--- config.mk ---
export PLATFORM = sky130hd
export DESIGN_NAME = decomp_wr_arbiter
export DESIGN_NICKNAME = d
export VERILOG_FILES = /design/src/rtl/io_pkg.sv /design/src/rtl/adder.sv /design/src/rtl/rr_arbiter.sv /design/src/rtl/decomp_wr_arbiter.sv
export SDC_FILE = /design/constraint.sdc
export NUM_CORES = 1
export LEC_CHECK = 0
export CORE_MARGIN = 2
export CORE_UTILIZATION = 54
export CTS_BUF_LIST = sky130_fd_sc_hd__clkbuf_8
export CTS_CLUSTER_DIAMETER = 40
export CTS_CLUSTER_SIZE = 24
export DETAILED_ROUTE_END_ITERATION = 7
export PLACE_DENSITY_LB_ADDON = 0.08
export SLEW_MARGIN = 20
export SYNTH_ARGS = -nofsm -noshare
export SYNTH_HDL_FRONTEND = slang
export SYNTH_SLANG_ARGS = --single-unit
--- constraint.sdc ---
create_clock -name clk -period 4 [get_ports clk]
set_input_delay 0.8 -clock clk [delete_from_list [all_inputs] [get_ports clk]]
set_output_delay 0.8 -clock clk [all_outputs]
set_load 0.02 [all_outputs]
--- src/rtl/io_pkg.sv ---
// -----------------------------------------------------------------------------
// io_pkg
// Shared definitions for the decompressor write-port arbiter:
//   - default sizing for requester count, element width and address width
//   - FSM state encoding (IDLE / RUN / DRAIN)
//   - idx_w(): width of an index into N items (at least 1 bit)
// -----------------------------------------------------------------------------
package io_pkg;

    localparam int N_REQ_DEF  = 4;
    localparam int DATA_W_DEF = 32;
    localparam int ADDR_W_DEF = 16;

    typedef enum logic [1:0] {
        IDLE  = 2'b00,
        RUN   = 2'b01,
        DRAIN = 2'b10
    } state_e;

    function automatic int idx_w(input int n);
        return (n > 1) ? $clog2(n) : 1;
    endfunction

endpackage

--- src/rtl/adder.sv ---
// -----------------------------------------------------------------------------
// adder
// Plain W-bit modular adder; carry out is discarded so sums wrap silently.
//   a, b : operands
//   s    : (a + b) mod 2^W
// -----------------------------------------------------------------------------
module adder #(
    parameter int W = 16
) (
    input  logic [W-1:0] a,
    input  logic [W-1:0] b,
    output logic [W-1:0] s
);

    assign s = a + b;

endmodule

--- src/rtl/rr_arbiter.sv ---
// -----------------------------------------------------------------------------
// rr_arbiter
// Combinational round-robin picker. The candidate set is req & en; the search
// starts at 'pointer' and walks upward with wrap. The pointer register is owned
// by the parent, which advances it past the winner.
//   req     : request vector
//   en      : per-requester enable (already gated by the parent)
//   pointer : first index to consider
//   gnt     : one-hot winner, zero when nobody is eligible
//   idx     : binary index of the winner (0 when gnt is zero)
// -----------------------------------------------------------------------------
module rr_arbiter
    import io_pkg::*;
#(
    parameter int N  = 4,
    parameter int IW = idx_w(N)
) (
    input  logic [N-1:0]  req,
    input  logic [N-1:0]  en,
    input  logic [IW-1:0] pointer,
    output logic [N-1:0]  gnt,
    output logic [IW-1:0] idx
);

    logic [N-1:0]  elig;
    logic [IW-1:0] j;
    logic          found;

    assign elig = req & en;

    always_comb begin
        gnt   = '0;
        idx   = '0;
        found = 1'b0;
        j     = '0;
        for (int k = 0; k < N; k++) begin
            j = IW'((int'(pointer) + k) % N);
            if (!found && elig[j]) begin
                gnt[j] = 1'b1;
                idx    = j;
                found  = 1'b1;
            end
        end
    end

endmodule

--- src/rtl/decomp_wr_arbiter.sv ---
// -----------------------------------------------------------------------------
// decomp_wr_arbiter
// Shares one memory write port between N_REQ decompressor streams. Grants are
// round-robin; each requester writes to base[i] + offset[i], the offset
// advancing per accepted element. When every enabled requester has delivered
// its last element and the final write has been accepted, irq pulses once.
//
// Ports
//   clk, reset              clock; asynchronous active-low reset
//   start                   begin a load phase (accepted in IDLE only)
//   enable_mask             requesters taking part, sampled on start
//   base_addr               per-requester base, slice i, sampled on start
//   req/req_data/req_last   per-requester element handshake inputs
//   gnt                     one-hot grant (combinational)
//   mem_we/addr/wdata       registered write request, held until mem_ready
//   mem_ready               memory accepts the current write
//   done_mask               requester delivered its last element (or disabled)
//   busy                    FSM not in IDLE
//   irq                     one-cycle completion pulse
// -----------------------------------------------------------------------------
module decomp_wr_arbiter
    import io_pkg::*;
#(
    parameter int N_REQ  = N_REQ_DEF,
    parameter int DATA_W = DATA_W_DEF,
    parameter int ADDR_W = ADDR_W_DEF
) (
    input  logic                      clk,
    input  logic                      reset,
    input  logic                      start,
    input  logic [N_REQ-1:0]          enable_mask,
    input  logic [N_REQ*ADDR_W-1:0]   base_addr,
    input  logic [N_REQ-1:0]          req,
    input  logic [N_REQ*DATA_W-1:0]   req_data,
    input  logic [N_REQ-1:0]          req_last,
    output logic [N_REQ-1:0]          gnt,
    output logic                      mem_we,
    output logic [ADDR_W-1:0]         mem_addr,
    output logic [DATA_W-1:0]         mem_wdata,
    input  logic                      mem_ready,
    output logic [N_REQ-1:0]          done_mask,
    output logic                      busy,
    output logic                      irq
);

    localparam int IW = idx_w(N_REQ);

    state_e                          state_q, state_d;
    logic [N_REQ-1:0][ADDR_W-1:0]    base_q, base_d;
    logic [N_REQ-1:0][ADDR_W-1:0]    off_q, off_d;
    logic [N_REQ-1:0]                done_q, done_d;
    logic [IW-1:0]                   ptr_q, ptr_d;
    logic                            mem_we_q, mem_we_d;
    logic [ADDR_W-1:0]               mem_addr_q, mem_addr_d;
    logic [DATA_W-1:0]               mem_wdata_q, mem_wdata_d;
    logic                            irq_q, irq_d;

    logic [N_REQ-1:0][ADDR_W-1:0]    base_in;
    logic [N_REQ-1:0][DATA_W-1:0]    data_in;
    logic [N_REQ-1:0][ADDR_W-1:0]    off_inc;
    logic [N_REQ-1:0][ADDR_W-1:0]    addr_sum;
    logic [N_REQ-1:0]                arb_en;
    logic [IW-1:0]                   gnt_idx;
    logic                            gnt_any;
    logic                            slot_free;

    assign base_in = base_addr;
    assign data_in = req_data;

    // Per-requester address generation: next offset and current write address.
    for (genvar i = 0; i < N_REQ; i++) begin : g_lane
        adder #(.W(ADDR_W)) u_inc (
            .a (off_q[i]),
            .b (ADDR_W'(1)),
            .s (off_inc[i])
        );
        adder #(.W(ADDR_W)) u_addr (
            .a (base_q[i]),
            .b (off_q[i]),
            .s (addr_sum[i])
        );
    end

    // The output register can take a new element when empty or retiring now.
    assign slot_free = !mem_we_q || mem_ready;
    assign arb_en    = ~done_q & {N_REQ{(state_q == RUN) && slot_free}};

    rr_arbiter #(.N(N_REQ), .IW(IW)) u_arb (
        .req     (req),
        .en      (arb_en),
        .pointer (ptr_q),
        .gnt     (gnt),
        .idx     (gnt_idx)
    );

    assign gnt_any = |gnt;

    always_comb begin
        state_d     = state_q;
        base_d      = base_q;
        off_d       = off_q;
        done_d      = done_q;
        ptr_d       = ptr_q;
        mem_we_d    = mem_we_q && !mem_ready;
        mem_addr_d  = mem_addr_q;
        mem_wdata_d = mem_wdata_q;
        irq_d       = 1'b0;

        case (state_q)
            IDLE: begin
                if (start) begin
                    state_d = RUN;
                    base_d  = base_in;
                    off_d   = '0;
                    // Disabled requesters count as already finished.
                    done_d  = ~enable_mask;
                    ptr_d   = '0;
                end
            end
            RUN: begin
                if (&done_q) state_d = DRAIN;
            end
            DRAIN: begin
                // Wait for the final write to leave before signalling.
                if (!mem_we_q || mem_ready) begin
                    state_d = IDLE;
                    irq_d   = 1'b1;
                end
            end
            default: state_d = IDLE;
        endcase

        if (gnt_any) begin
            mem_we_d         = 1'b1;
            mem_addr_d       = addr_sum[gnt_idx];
            mem_wdata_d      = data_in[gnt_idx];
            off_d[gnt_idx]   = off_inc[gnt_idx];
            ptr_d            = (gnt_idx == IW'(N_REQ - 1)) ? '0 : gnt_idx + 1'b1;
            if (req_last[gnt_idx]) done_d[gnt_idx] = 1'b1;
        end
    end

    always_ff @(posedge clk or negedge reset) begin
        if (!reset) begin
            state_q     <= IDLE;
            base_q      <= '0;
            off_q       <= '0;
            done_q      <= '0;
            ptr_q       <= '0;
            mem_we_q    <= 1'b0;
            mem_addr_q  <= '0;
            mem_wdata_q <= '0;
            irq_q       <= 1'b0;
        end else begin
            state_q     <= state_d;
            base_q      <= base_d;
            off_q       <= off_d;
            done_q      <= done_d;
            ptr_q       <= ptr_d;
            mem_we_q    <= mem_we_d;
            mem_addr_q  <= mem_addr_d;
            mem_wdata_q <= mem_wdata_d;
            irq_q       <= irq_d;
        end
    end

    assign mem_we    = mem_we_q;
    assign mem_addr  = mem_addr_q;
    assign mem_wdata = mem_wdata_q;
    assign done_mask = done_q;
    assign busy      = (state_q != IDLE);
    assign irq       = irq_q;

endmodule

==> results.ini <==
[global_routing]
antenna_found_initial=3
grt.total_usage=0.3017
grt_max_degree=85
first_global_vias=11620
grt_first_pass_wirelength_mm=62.45
gr-total-overflow=0

[worst_setup_path]
crit_path_end_kind=output port
cp_top_family=buffers and inverters
crit_type=input port to output port
crit_arrival_ps=3060
slowest_delay_ps=540
cp_common_cell=clkdlybuf4s50_1
worstPathRequired_ps=3200
cp_num_buf_inv=3
slowest_stage=mux4_2
crit_path_start_kind=input port
path_cells=clkdlybuf4s50_1 > nor2b_4 > mux4_2 > nand3_1 > a21oi_1 > a221oi_2 > inv_1 > clkdlybuf4s50_1
cp_max_fo=5

[synth]
syn-num-nets=1694
yosysTopAreaCell=dfrtp_1
syn-cell-area_um2=13520
synth_top_area_share=0.3443
synth_area_leaders=dfrtp_1 (34%), mux2i_1 (8.2%), ha_1 (6.8%), mux2_2 (6.7%), nand2_1 (3.8%)
ys_warn_count=0
synth_cell_type_count=72
async_flop_share=1.000
synth_edf_count=0
syn_area_per_cell_um2=9.596
yosysSeqAreaShare=0.3443
synthFlopType=dfrtp_1
syn_inst=1409
synth-seq-cells=186

[clocking]
clk_path_buf_depth=2
holdBufCountCts=0
clk_latency_ps=500
clkTransAtPathRegs_ps=90
cts_tree=built
cts.sinks=186
cts_setup_buffers=0
htree_num_levels=4
cts-root-buf=clkbuf_8
cts_buffers=17

[place]
dp_hpwl_mm=29.94
place_ws_ps=9.361
place_area_um2=16680
dp.cells=1979
io_buffers=266
place_congestion=0.9329

[floorplan]
coreArea_um2=24460
die_x_um=162.2
io_pins=267
start_util=0.5527
die_h_um=162.2
die_area_um2=26320
fp-row-count=57

[run]
maxCapViolCount=0

[drt]
avgRoutedWirePerCell_um=19.73
drt-pass1-iter-count=5
via_count=11830
vias_per_cell=5.872
first_iter_violations=861
wirelength_mm=39.75
drc=0
ant_nets=0

[timing]
fmax_mhz=258.9
setup_ws_ps=138.0
finalClockSkew_ps=17.80
hold_violations=0
slew_headroom=0.5439
whs_ps=331.8
period_share=0.9655
tightest_slew_ps=684.1
totalNegativeSetupSlack_ps=0
setup_viol=0
min_period_ps=3862
slew_violations=0

[layout]
fin_cells=2014
num-fill-cells=1996
nNetsFinal=1959
final_area_um2=17180
drive_gt1_frac=0.1239
syn_to_final_growth_pct=27.09
layout_commonest_cell=clkdlybuf4s50_1
final_cell_mix=clkdlybuf4s50_1 (263), dfrtp_1 (185), nand2_1 (137)

[power]
swShare=0.4642
p_per_area_nw_per_um2=940.0
internal_power_mw=8.654
p_sw_mw=7.497
pwr-share-seq=0.218
pwr-share-clk=0.089
combPwrFrac=0.694
p_leak_nw=7.342
vdd_drop_max_uv=842.2

[status]
status=complete, no violations

[hold_path]
hold_class=input port to async pin

## synth_stat cells, types with 4 or more instances
master and count:
nand3_1 38, a221oi_1 5, inv_1 27, nor2_1 72, nand2b_1 16, buf_6 16
nand4_1 18, nand2_1 138, a221o_1 4, a21o_1 5, o211ai_1 13, clkbuf_1 30
and2_1 42, and4_1 8, mux2_4 19, a211oi_1 59, o31a_1 4, a21oi_1 103
dfrtp_1 186, mux2_2 81, mux2i_1 111, xnor2_1 53, a31oi_1 13, o21ai_1 6
xor2_1 46, o21ai_0 53, fa_1 4, o21bai_1 4, buf_2 19, or3_1 13
o21a_1 7, nor2b_1 13, o31ai_1 9, and3_1 17, buf_4 4, ha_1 73
nor3_1 17
## worst reg2reg max path, cell delays in order, from the launching register on
cell	delay, ps
dfrtp_1	340
buf_4	180
ha_1	230
inv_1	70
fa_1	410
nand2b_1	180
a21oi_1	240
o21ai_0	220
o21ai_0	380
xor2_1	120
mux2i_1	360
a21oi_1	170
mux2_2	280
## kinds of logic (layout without fill, tap and decap cells)
logic type,after synthesis,count (layout),share of synthesized area
xor+xnor,99,99,0.06413
mux,214,214,0.1757
buf+inv,102,380,0.04026
flops,186,186,0.3443
other cells,0,3,0
compound gates,317,317,0.1500
simple gates,414,414,0.1521
fa+ha+maj,77,77,0.07348
## sequential cells by signal, summed over array words and instances (netlist names)
| name | cells |
|---|---|
| base_q | 64 |
| off_q | 64 |
| mem_wdata | 32 |
| mem_addr | 16 |
| done_mask | 4 |
| ptr_q | 2 |
| state_q | 2 |
| irq | 1 |
| mem_we | 1 |
## metal layers
layer / global-route usage / wire length [um] / vias to the layer above
li1: - / - / 5668
met1: 0.3773 / 16360 / 5693
met2: 0.5191 / 19670 / 392
met3: 0.05005 / 2374 / 72
met4: 0.1255 / 1331 / 2
met5: 0 / 12 / -
## metrics by stage
stage	total power [mW]	util
finish	16.15	0.7024
global route	17.26	0.7023
CTS	16.08	0.7002
detailed placement	14.58	0.6817
global placement	14.35	0.6817
floorplan	11.28	-
## area by class of cell
class	count	area [um2]	share of cell area
multi-input combinational	1121	8384	0.4879
inverter	30	116.4	0.006772
clock inverter	14	191.4	0.01114
timing repair buffer	318	3174	0.1847
sequential	186	4656	0.2710
clock buffer	18	247.7	0.01442
tap	324	405.4	0.02359
antenna	3	7.507	0.0004369
## worst paths after layout
path	cells past startpoint	from	slack, ps	endpoint
setup / recovery	8	req[3]	140	gnt[1]
hold / removal	1	reset	330	base_q[25]
setup reg to reg	12	off_q[0]	700	mem_addr[10]
hold reg to reg	1	mem_wdata[1]	510	mem_wdata[1]
max in group asynchronous	2	reset	2800	mem_wdata[1]
min in group clk	1	mem_wdata[1]	510	mem_wdata[1]
## power groups by stage
| stage | clock, mW | sequential (mW) | combinational (mW) |
|---|---|---|---|
| after floorplan | 0 | 3.64 | 7.64 |
| after global placement | 0 | 3.53 | 10.8 |
| after detailed placement | 0 | 3.55 | 11.0 |
| after CTS | 1.45 | 3.51 | 11.1 |
| after global routing | 1.53 | 3.62 | 12.1 |
| final | 1.43 | 3.52 | 11.2 |
## timing repair
action | in CTS | in global routing
gates resized for setup | 2 | 8
cloned | 0 | 0
endpoints found under the setup margin | 4 | 4
Note: power is estimated with default switching activity, not from simulation.
